<file path="config.mk">
export PLATFORM = sky130hd
export DESIGN_NAME = mul_div_unit
export DESIGN_NICKNAME = d
export VERILOG_FILES = /design/src/rtl/mul_div_unit.sv
export SDC_FILE = /design/constraint.sdc
export NUM_CORES = 1
export LEC_CHECK = 0
export ABC_AREA = 1
export CAP_MARGIN = 10
export CORE_UTILIZATION = 40
export CTS_CLUSTER_DIAMETER = 150
export CTS_CLUSTER_SIZE = 20
export DETAILED_ROUTE_END_ITERATION = 12
export GPL_TIMING_DRIVEN = 0
export PLACE_DENSITY = 0.6
export SYNTH_ARGS = -nofsm -noshare
export SYNTH_HDL_FRONTEND = slang
export SYNTH_SLANG_ARGS = --single-unit
</file>
<file path="constraint.sdc">
create_clock -name clk -period 9.7 [get_ports clk]
set_input_delay 1.94 -clock clk [delete_from_list [all_inputs] [get_ports clk]]
set_output_delay 1.94 -clock clk [all_outputs]
set_load 0.01 [all_outputs]
</file>
<file path="src/rtl/mul_div_unit.sv">
// -----------------------------------------------------------------------------
// mul_div_unit
//   Iterative RV32M multiply/divide unit used beside the single-cycle ALU in
//   the multicycle datapath. One operation is accepted through a valid/ready
//   handshake. The unit then works one bit per cycle on operand magnitudes,
//   applies sign correction in a single fix-up cycle, and holds the result
//   until the consumer takes it.
//
// Parameters
//   N           operand/result width (>= 4)
//
// Ports
//   clk         clock, rising edge
//   rst         asynchronous, active-high reset
//   in_valid    operation request
//   in_ready    unit can accept a request (IDLE only)
//   opc         000 MUL, 001 MULH, 010 MULHSU, 011 MULHU,
//               100 DIV, 101 DIVU, 110 REM, 111 REMU
//   lhs, rhs    operands (MULHSU: lhs signed, rhs unsigned)
//   out_valid   res/zero/neg valid; held until out_ready
//   out_ready   consumer takes the result
//   res         result
//   zero, neg   ~|res and res[N-1]
//   busy        high in CALC/FIX/DONE
//
// Build option
//   MDU_EARLY_OUT_EN  when defined, divide-by-zero, signed overflow, lhs==0 and
//                     rhs==0 for multiplies bypass CALC (IDLE -> FIX). Results
//                     are identical to the full-latency path.
//
// States
//   S_IDLE | waiting for in_valid; operands captured on accept
//   S_CALC | N iterations, one bit per cycle on magnitudes
//   S_FIX  | sign correction and result select (one cycle)
//   S_DONE | result presented until out_ready
// -----------------------------------------------------------------------------
module mul_div_unit #(
  parameter int N = 32
) (
  input  logic         clk,
  input  logic         rst,
  input  logic         in_valid,
  output logic         in_ready,
  input  logic [2:0]   opc,
  input  logic [N-1:0] lhs,
  input  logic [N-1:0] rhs,
  output logic         out_valid,
  input  logic         out_ready,
  output logic [N-1:0] res,
  output logic         zero,
  output logic         neg,
  output logic         busy
);

  localparam int CW = $clog2(N);

  typedef enum logic [1:0] {
    S_IDLE = 2'd0,
    S_CALC = 2'd1,
    S_FIX  = 2'd2,
    S_DONE = 2'd3
  } state_t;

  state_t         state_q, state_d;
  logic [2:0]     opc_q, opc_d;
  // Multiplicand for MUL*, divisor for DIV*/REM*.
  logic [N-1:0]   m_q, m_d;
  // MUL*: {partial product high, multiplier/product low}
  // DIV*: {partial remainder, dividend/quotient}
  logic [2*N-1:0] acc_q, acc_d;
  logic [CW-1:0]  cnt_q, cnt_d;
  logic           a_neg_q, a_neg_d;
  logic           sgn_q, sgn_d;
  logic           div0_q, div0_d;
  logic [N-1:0]   res_q, res_d;

  // ---------------------------------------------------------------------------
  // Operand decode on the request side
  // ---------------------------------------------------------------------------
  logic         signed_a, signed_b;
  logic         in_a_neg, in_b_neg;
  logic [N-1:0] in_a_mag, in_b_mag;

  always_comb begin
    signed_a = opc[2] ? ~opc[0] : (opc != 3'b011);
    signed_b = opc[2] ? ~opc[0] : ~opc[1];
    in_a_neg = signed_a & lhs[N-1];
    in_b_neg = signed_b & rhs[N-1];
    // The most-negative value maps onto itself, which read unsigned is its
    // magnitude, so no extra bit is needed.
    in_a_mag = in_a_neg ? -lhs : lhs;
    in_b_mag = in_b_neg ? -rhs : rhs;
  end

`ifdef MDU_EARLY_OUT_EN
  logic           early_div0, early_ovf, early_take;
  logic [2*N-1:0] early_acc;

  assign early_div0 = opc[2] && (rhs == '0);
  assign early_ovf  = opc[2] && !opc[0] && (lhs == {1'b1, {(N-1){1'b0}}}) && (rhs == '1);
  assign early_take = (lhs == '0) || early_div0 || early_ovf || (!opc[2] && (rhs == '0));

  // Preload the accumulator with what CALC would have produced, so FIX is
  // shared with the full-latency path: div0 -> remainder |lhs|, quotient is
  // forced in FIX; overflow -> quotient |lhs|, remainder 0; otherwise all zero.
  assign early_acc = early_div0 ? {in_a_mag, {N{1'b0}}} :
                     early_ovf  ? {{N{1'b0}}, in_a_mag} : '0;
`endif

  // ---------------------------------------------------------------------------
  // One iteration of shift-add multiply and restoring divide
  // ---------------------------------------------------------------------------
  logic [N:0]   mul_sum;
  logic [N:0]   div_r;
  logic [N-1:0] div_trial;
  logic [N-1:0] div_rem;
  logic         div_ge;

  always_comb begin
    mul_sum   = {1'b0, acc_q[2*N-1:N]} + (acc_q[0] ? {1'b0, m_q} : '0);
    div_r     = acc_q[2*N-1:N-1];
    div_ge    = (div_r >= {1'b0, m_q});
    // When div_ge holds the true difference is below 2^N, so the low N bits
    // of the subtraction are exact.
    div_trial = div_r[N-1:0] - m_q;
    div_rem   = div_ge ? div_trial : div_r[N-1:0];
  end

  // ---------------------------------------------------------------------------
  // Sign correction
  // ---------------------------------------------------------------------------
  logic [2*N-1:0] prod_fix;
  logic [N-1:0]   quo_fix;
  logic [N-1:0]   rem_fix;

  always_comb begin
    prod_fix = sgn_q ? -acc_q : acc_q;
    // Divide by zero returns all ones for signed and unsigned alike, so the
    // quotient sign flip must not apply there.
    quo_fix  = div0_q ? '1 : (sgn_q ? -acc_q[N-1:0] : acc_q[N-1:0]);
    rem_fix  = a_neg_q ? -acc_q[2*N-1:N] : acc_q[2*N-1:N];
  end

  // ---------------------------------------------------------------------------
  // Next-state and datapath control
  // ---------------------------------------------------------------------------
  always_comb begin
    state_d = state_q;
    opc_d   = opc_q;
    m_d     = m_q;
    acc_d   = acc_q;
    cnt_d   = cnt_q;
    a_neg_d = a_neg_q;
    sgn_d   = sgn_q;
    div0_d  = div0_q;
    res_d   = res_q;

    case (state_q)
      S_IDLE: begin
        if (in_valid) begin
          opc_d   = opc;
          a_neg_d = in_a_neg;
          sgn_d   = in_a_neg ^ in_b_neg;
          div0_d  = opc[2] && (rhs == '0);
          cnt_d   = CW'(N - 1);
          if (opc[2]) begin
            m_d   = in_b_mag;
            acc_d = {{N{1'b0}}, in_a_mag};
          end else begin
            m_d   = in_a_mag;
            acc_d = {{N{1'b0}}, in_b_mag};
          end
          state_d = S_CALC;
`ifdef MDU_EARLY_OUT_EN
          if (early_take) begin
            acc_d   = early_acc;
            state_d = S_FIX;
          end
`endif
        end
      end

      S_CALC: begin
        if (opc_q[2]) begin
          acc_d = {div_rem, acc_q[N-2:0], div_ge};
        end else begin
          acc_d = {mul_sum, acc_q[N-1:1]};
        end
        cnt_d = cnt_q - CW'(1);
        if (cnt_q == '0) begin
          state_d = S_FIX;
        end
      end

      S_FIX: begin
        case (opc_q)
          3'b000:                res_d = prod_fix[N-1:0];
          3'b001, 3'b010, 3'b011: res_d = prod_fix[2*N-1:N];
          3'b100, 3'b101:        res_d = quo_fix;
          default:               res_d = rem_fix;
        endcase
        state_d = S_DONE;
      end

      S_DONE: begin
        if (out_ready) begin
          state_d = S_IDLE;
        end
      end

      default: state_d = S_IDLE;
    endcase
  end

  always_ff @(posedge clk or posedge rst) begin
    if (rst) begin
      state_q <= S_IDLE;
      opc_q   <= '0;
      m_q     <= '0;
      acc_q   <= '0;
      cnt_q   <= '0;
      a_neg_q <= 1'b0;
      sgn_q   <= 1'b0;
      div0_q  <= 1'b0;
      res_q   <= '0;
    end else begin
      state_q <= state_d;
      opc_q   <= opc_d;
      m_q     <= m_d;
      acc_q   <= acc_d;
      cnt_q   <= cnt_d;
      a_neg_q <= a_neg_d;
      sgn_q   <= sgn_d;
      div0_q  <= div0_d;
      res_q   <= res_d;
    end
  end

  assign in_ready  = (state_q == S_IDLE);
  assign out_valid = (state_q == S_DONE);
  assign busy      = (state_q != S_IDLE);
  assign res       = res_q;
  assign zero      = ~|res_q;
  assign neg       = res_q[N-1];

endmodule

</file>
==> impl_results.md <==
- Result of the run: finished clean
- Path type of the worst setup path: in2reg
- Post-synth top area share: 0.234
- Final Hold Fails: 0
- Routability Congestion: roughly 1.1
- Starting DRC count in detailed routing: 2777
- CTS Buf Count: 17
- Register bit count reported by yosys: roughly 140
- Cell area after synthesis: 0.0178 mm2
- Data arrival time of the worst path: 4950 ps
- TritonCTS clock tree: yes
- Number of clock sinks: about 140
- Mux share of post-synthesis cell area: 0
- Most used cell, CP: sky130_fd_sc_hd__nand2_1
- Cell with the largest stage delay on the worst path: sky130_fd_sc_hd__clkdlybuf4s50_1
- Pin count of the biggest net entering global routing: 98
- First-pass iteration count of the detailed router: 7
- Cell depth of the worst min-delay path: 2
- Total DRC errors in the routed layout: 0
- Worst reg2reg path startpoint: acc_q[0]$_DFFE_PP0P_
- Endpoint of the worst hold path: res[0]$_DFFE_PP0P_
- Cell count after placement: 3920
- Post-synth cell types: 54
- Async set-reset flop share out of synthesis: 1.00
- Most instantiated library cell after synthesis: sky130_fd_sc_hd__nand2_1
- Number of antenna violations at the first check in global routing: 0
- Fraction of the yosys area taken by sequential cells: 0.198
- Via total after detailed routing: roughly 22k
- Critical-path cell list: clkdlybuf4s50_1 > o21ai_0 > nand2_1 > inv_2 > buf_2 > nand2_1 > xnor2_1 > nand2_1 > o21ai_0 > nand2_1 > a21oi_1
- Number of slew-limit violations in the final report: 0
- Wire length of the first global-routing pass: around 130000 um
- Largest family of logic cells by synthesized area: simple AND/OR/NAND/NOR gates
- Starting utilization of the core area: 0.410
- Yosys warning total: 0
- Number of max-cap violations: 0
- Power per standard cell area: 382 mW/mm2
- Post-DRT Antenna Nets: 0
- Half-perimeter wire length after placement: around 72000 um
- Area growth, synth to finish: 13.3%
- Row count: 76
- Peak supply drop: 0.228 mV
- Cell type with the highest aggregate area in the netlist: sky130_fd_sc_hd__nand2_1
- Worst hold slack after final layout: 510 ps
- Register clock-pin slew on the reported worst setup and hold paths: 60 ps
- Worst endpoint required time: between 10000 and 15000 ps
- Finish-stage setup viols: 0
- Most common library cells after synthesis: 1110 x sky130_fd_sc_hd__nand2_1, 492 x sky130_fd_sc_hd__inv_1, 330 x sky130_fd_sc_hd__nor2_1, 311 x sky130_fd_sc_hd__nand3_1, 168 x sky130_fd_sc_hd__o21ai_0
- Vias in the first global route: 20.3k
- Top-level port count: roughly 110
- Post-Layout Cell Count: just under 4k
- CTS H-Tree Depth: 4
- Number of cell instances on the worst register-to-register path: 19
- Routed wirelength normalized by instance count: roughly 22 um
- Worst setup SP type: primary input
- Horizontal die dimension: 213 um
- Number of post-CTS setup repair buffers: 0
- Max Clk Rate: approximately 220 MHz
- Maximum number of buffers from clock root to sink: 2
- Fin crit share: 0.470
- Net count of the finished layout: 3501
- Syn nets: 3374
- Adder-cell share of the synthesized area: 0.0542
- RSZ-0062 raised after global routing: no
- Total power draw: around 0.0077 W
- Worst skew pair latency: between 400 and 500 ps
- End-of-flow core utilization: 0.465
- Final routed wirelength across all metal layers: 87400 um
- Xor and xnor area share after synthesis: 0.0320
- Top cells by area in the synthesized netlist: sky130_fd_sc_hd__nand2_1 23%, sky130_fd_sc_hd__dfrtp_1 20%, sky130_fd_sc_hd__inv_1 10%
- Clock skew after layout: 13.2 ps
- EDFF count, synth: 0
- Transition time of the tightest slew-check pin: 1070 ps
- Leak: 10.7 nW
- Cell at the root of the clock tree: sky130_fd_sc_hd__clkbuf_16
- CTS Hold Buffers Added: 0
- Placeable core region: 0.0435 mm2
- Die boundary height: 213 um
- CP max stage delay: 480 ps
- Total grt overflow: 0
- Reg-to-reg slack, setup: roughly 6000 ps
- Area of the die: 0.0454 mm2
- Setup total negative slack: 0 ps
- Post-cts repair resize count: 0
- Leading register cell type out of synthesis: sky130_fd_sc_hd__dfrtp_1
- Average instance area after synthesis: 5.52 um2
- Cell count after synthesis: between 3k and 4k
- Worst hold path type: reg2reg
- Headroom to the max-slew limit: 0.285
- Hold path start: res[0]$_DFFE_PP0P_
- I/O Buffers: 107
- Endpoint type of the worst setup path: flop
- GR Util All Layers: 0.388
- Avg Vias per Cell: roughly 5.6
- Critical register-to-register path endpoint: acc_q[61]$_DFFE_PP0P_
- Top fanout value on the critical path: 10
- Simple logic cell fraction of the synthesized area: 0.448
- Ratio of cells with drive above 1 in the final layout: 0.0318
- Time the final worst path needs with I/O delays and setup: ~4600 ps
- Fraction of the mapped netlist area in compound gates: 0.137
## cells by family after synthesis
logic type / Yosys count
DFF: 141
adders and majority gates: 76
AOI/OAI and AO/OA: 435
and+or+nand+nor: 1906
xor gates and xnor gates: 65
buffers and inverters: 604
## state kept, by name, indices dropped and copies added (netlist names), 2 cells and up
register	cells
acc_q	64
m_q	32
res	32
cnt_q	5
opc_q	3
state_q	2
## how the worst max path moves through the flow
stage | startpoint | to | slack, ps
after floorplan | rst | a_neg_q$_DFFE_PP0P_ | 3980
after global placement | rst | acc_q[59]$_DFFE_PP0P_ | 1930
after detailed placement | opc[2] | acc_q[18]$_DFFE_PP0P_ | 4850
after CTS | opc[2] | acc_q[18]$_DFFE_PP0P_ | 5350
after global routing | opc[2] | acc_q[22]$_DFFE_PP0P_ | 5030
final | opc[1] | acc_q[18]$_DFFE_PP0P_ | 5140
## metal layers
layer | GRT usage | wire (um) | vias to the layer above
met4 | 0.167 | 3700 | 0
met3 | 0.103 | 9380 | 164
met1 | 0.523 | 37500 | 10400
met2 | 0.579 | 36800 | 1154
met5 | 0 | 0 | -
li1 | - | - | 10600
## area by class of cell
cell class              count  area (um2)
flip-flops and latches    141        3530
diodes                      1        2.50
well taps                 585         732
fillers                  4835       23300
clock buffers              21         450
multi-input cells        2482       11900
inverters                 508        1910
repair buffers            108        1100
plain buffers              96         429
clock inverters            11        87.6
## metrics by stage
stage	cell area, um2	setup WS (ps)
global route	20200	5030
floorplan	17800	3980
CTS	20200	5350
finish	20200	5140
detailed placement	19600	4850
global placement	19600	1930
## layout by cell type, fill, tap and decap left out, types with 4 or more instances in the layout
cell,netlist,layout
sky130_fd_sc_hd__clkbuf_1,59,62
sky130_fd_sc_hd__or2_2,8,8
sky130_fd_sc_hd__nor3_1,29,29
sky130_fd_sc_hd__nand2_1,1110,1110
sky130_fd_sc_hd__and2_1,4,4
sky130_fd_sc_hd__xor2_1,59,59
sky130_fd_sc_hd__dfrtp_1,141,141
sky130_fd_sc_hd__clkbuf_16,0,17
sky130_fd_sc_hd__o211ai_1,26,26
sky130_fd_sc_hd__nand4_1,55,55
sky130_fd_sc_hd__nor2_2,12,12
sky130_fd_sc_hd__buf_1,11,11
sky130_fd_sc_hd__nor4_1,9,9
sky130_fd_sc_hd__o221ai_1,11,11
sky130_fd_sc_hd__a22oi_1,19,19
sky130_fd_sc_hd__o21ai_0,168,168
sky130_fd_sc_hd__nand3_1,311,311
sky130_fd_sc_hd__a21oi_1,158,158
sky130_fd_sc_hd__buf_2,20,20
sky130_fd_sc_hd__ha_1,74,74
sky130_fd_sc_hd__o21ai_1,13,13
sky130_fd_sc_hd__o21bai_1,6,6
sky130_fd_sc_hd__xnor2_1,6,6
sky130_fd_sc_hd__clkdlybuf4s50_1,0,107
sky130_fd_sc_hd__clkinv_1,5,5
sky130_fd_sc_hd__inv_1,492,491
sky130_fd_sc_hd__nor2_1,330,330
sky130_fd_sc_hd__nand3b_1,21,21
sky130_fd_sc_hd__inv_2,11,11
sky130_fd_sc_hd__nand2_2,5,5
sky130_fd_sc_hd__a31oi_1,15,15
## power breakdown
group	internal [W]	switching (W)	total [W]	leakage, nW
combinational	0.00173	0.00397	0.00570	8.69
sequential	0.000867	0.000505	0.00137	1.71
clock	0.000336	0.000294	0.000629	0.256
## critical path: cells and delay by family
kind | cells | cell delay [ps]
buffers and inverters | 3 | 1040
AO/OA/AOI/OAI | 3 | 750
AND/OR/NAND/NOR | 4 | 840
XOR/XNOR | 1 | 360
Power figures use the tool's default switching activity.
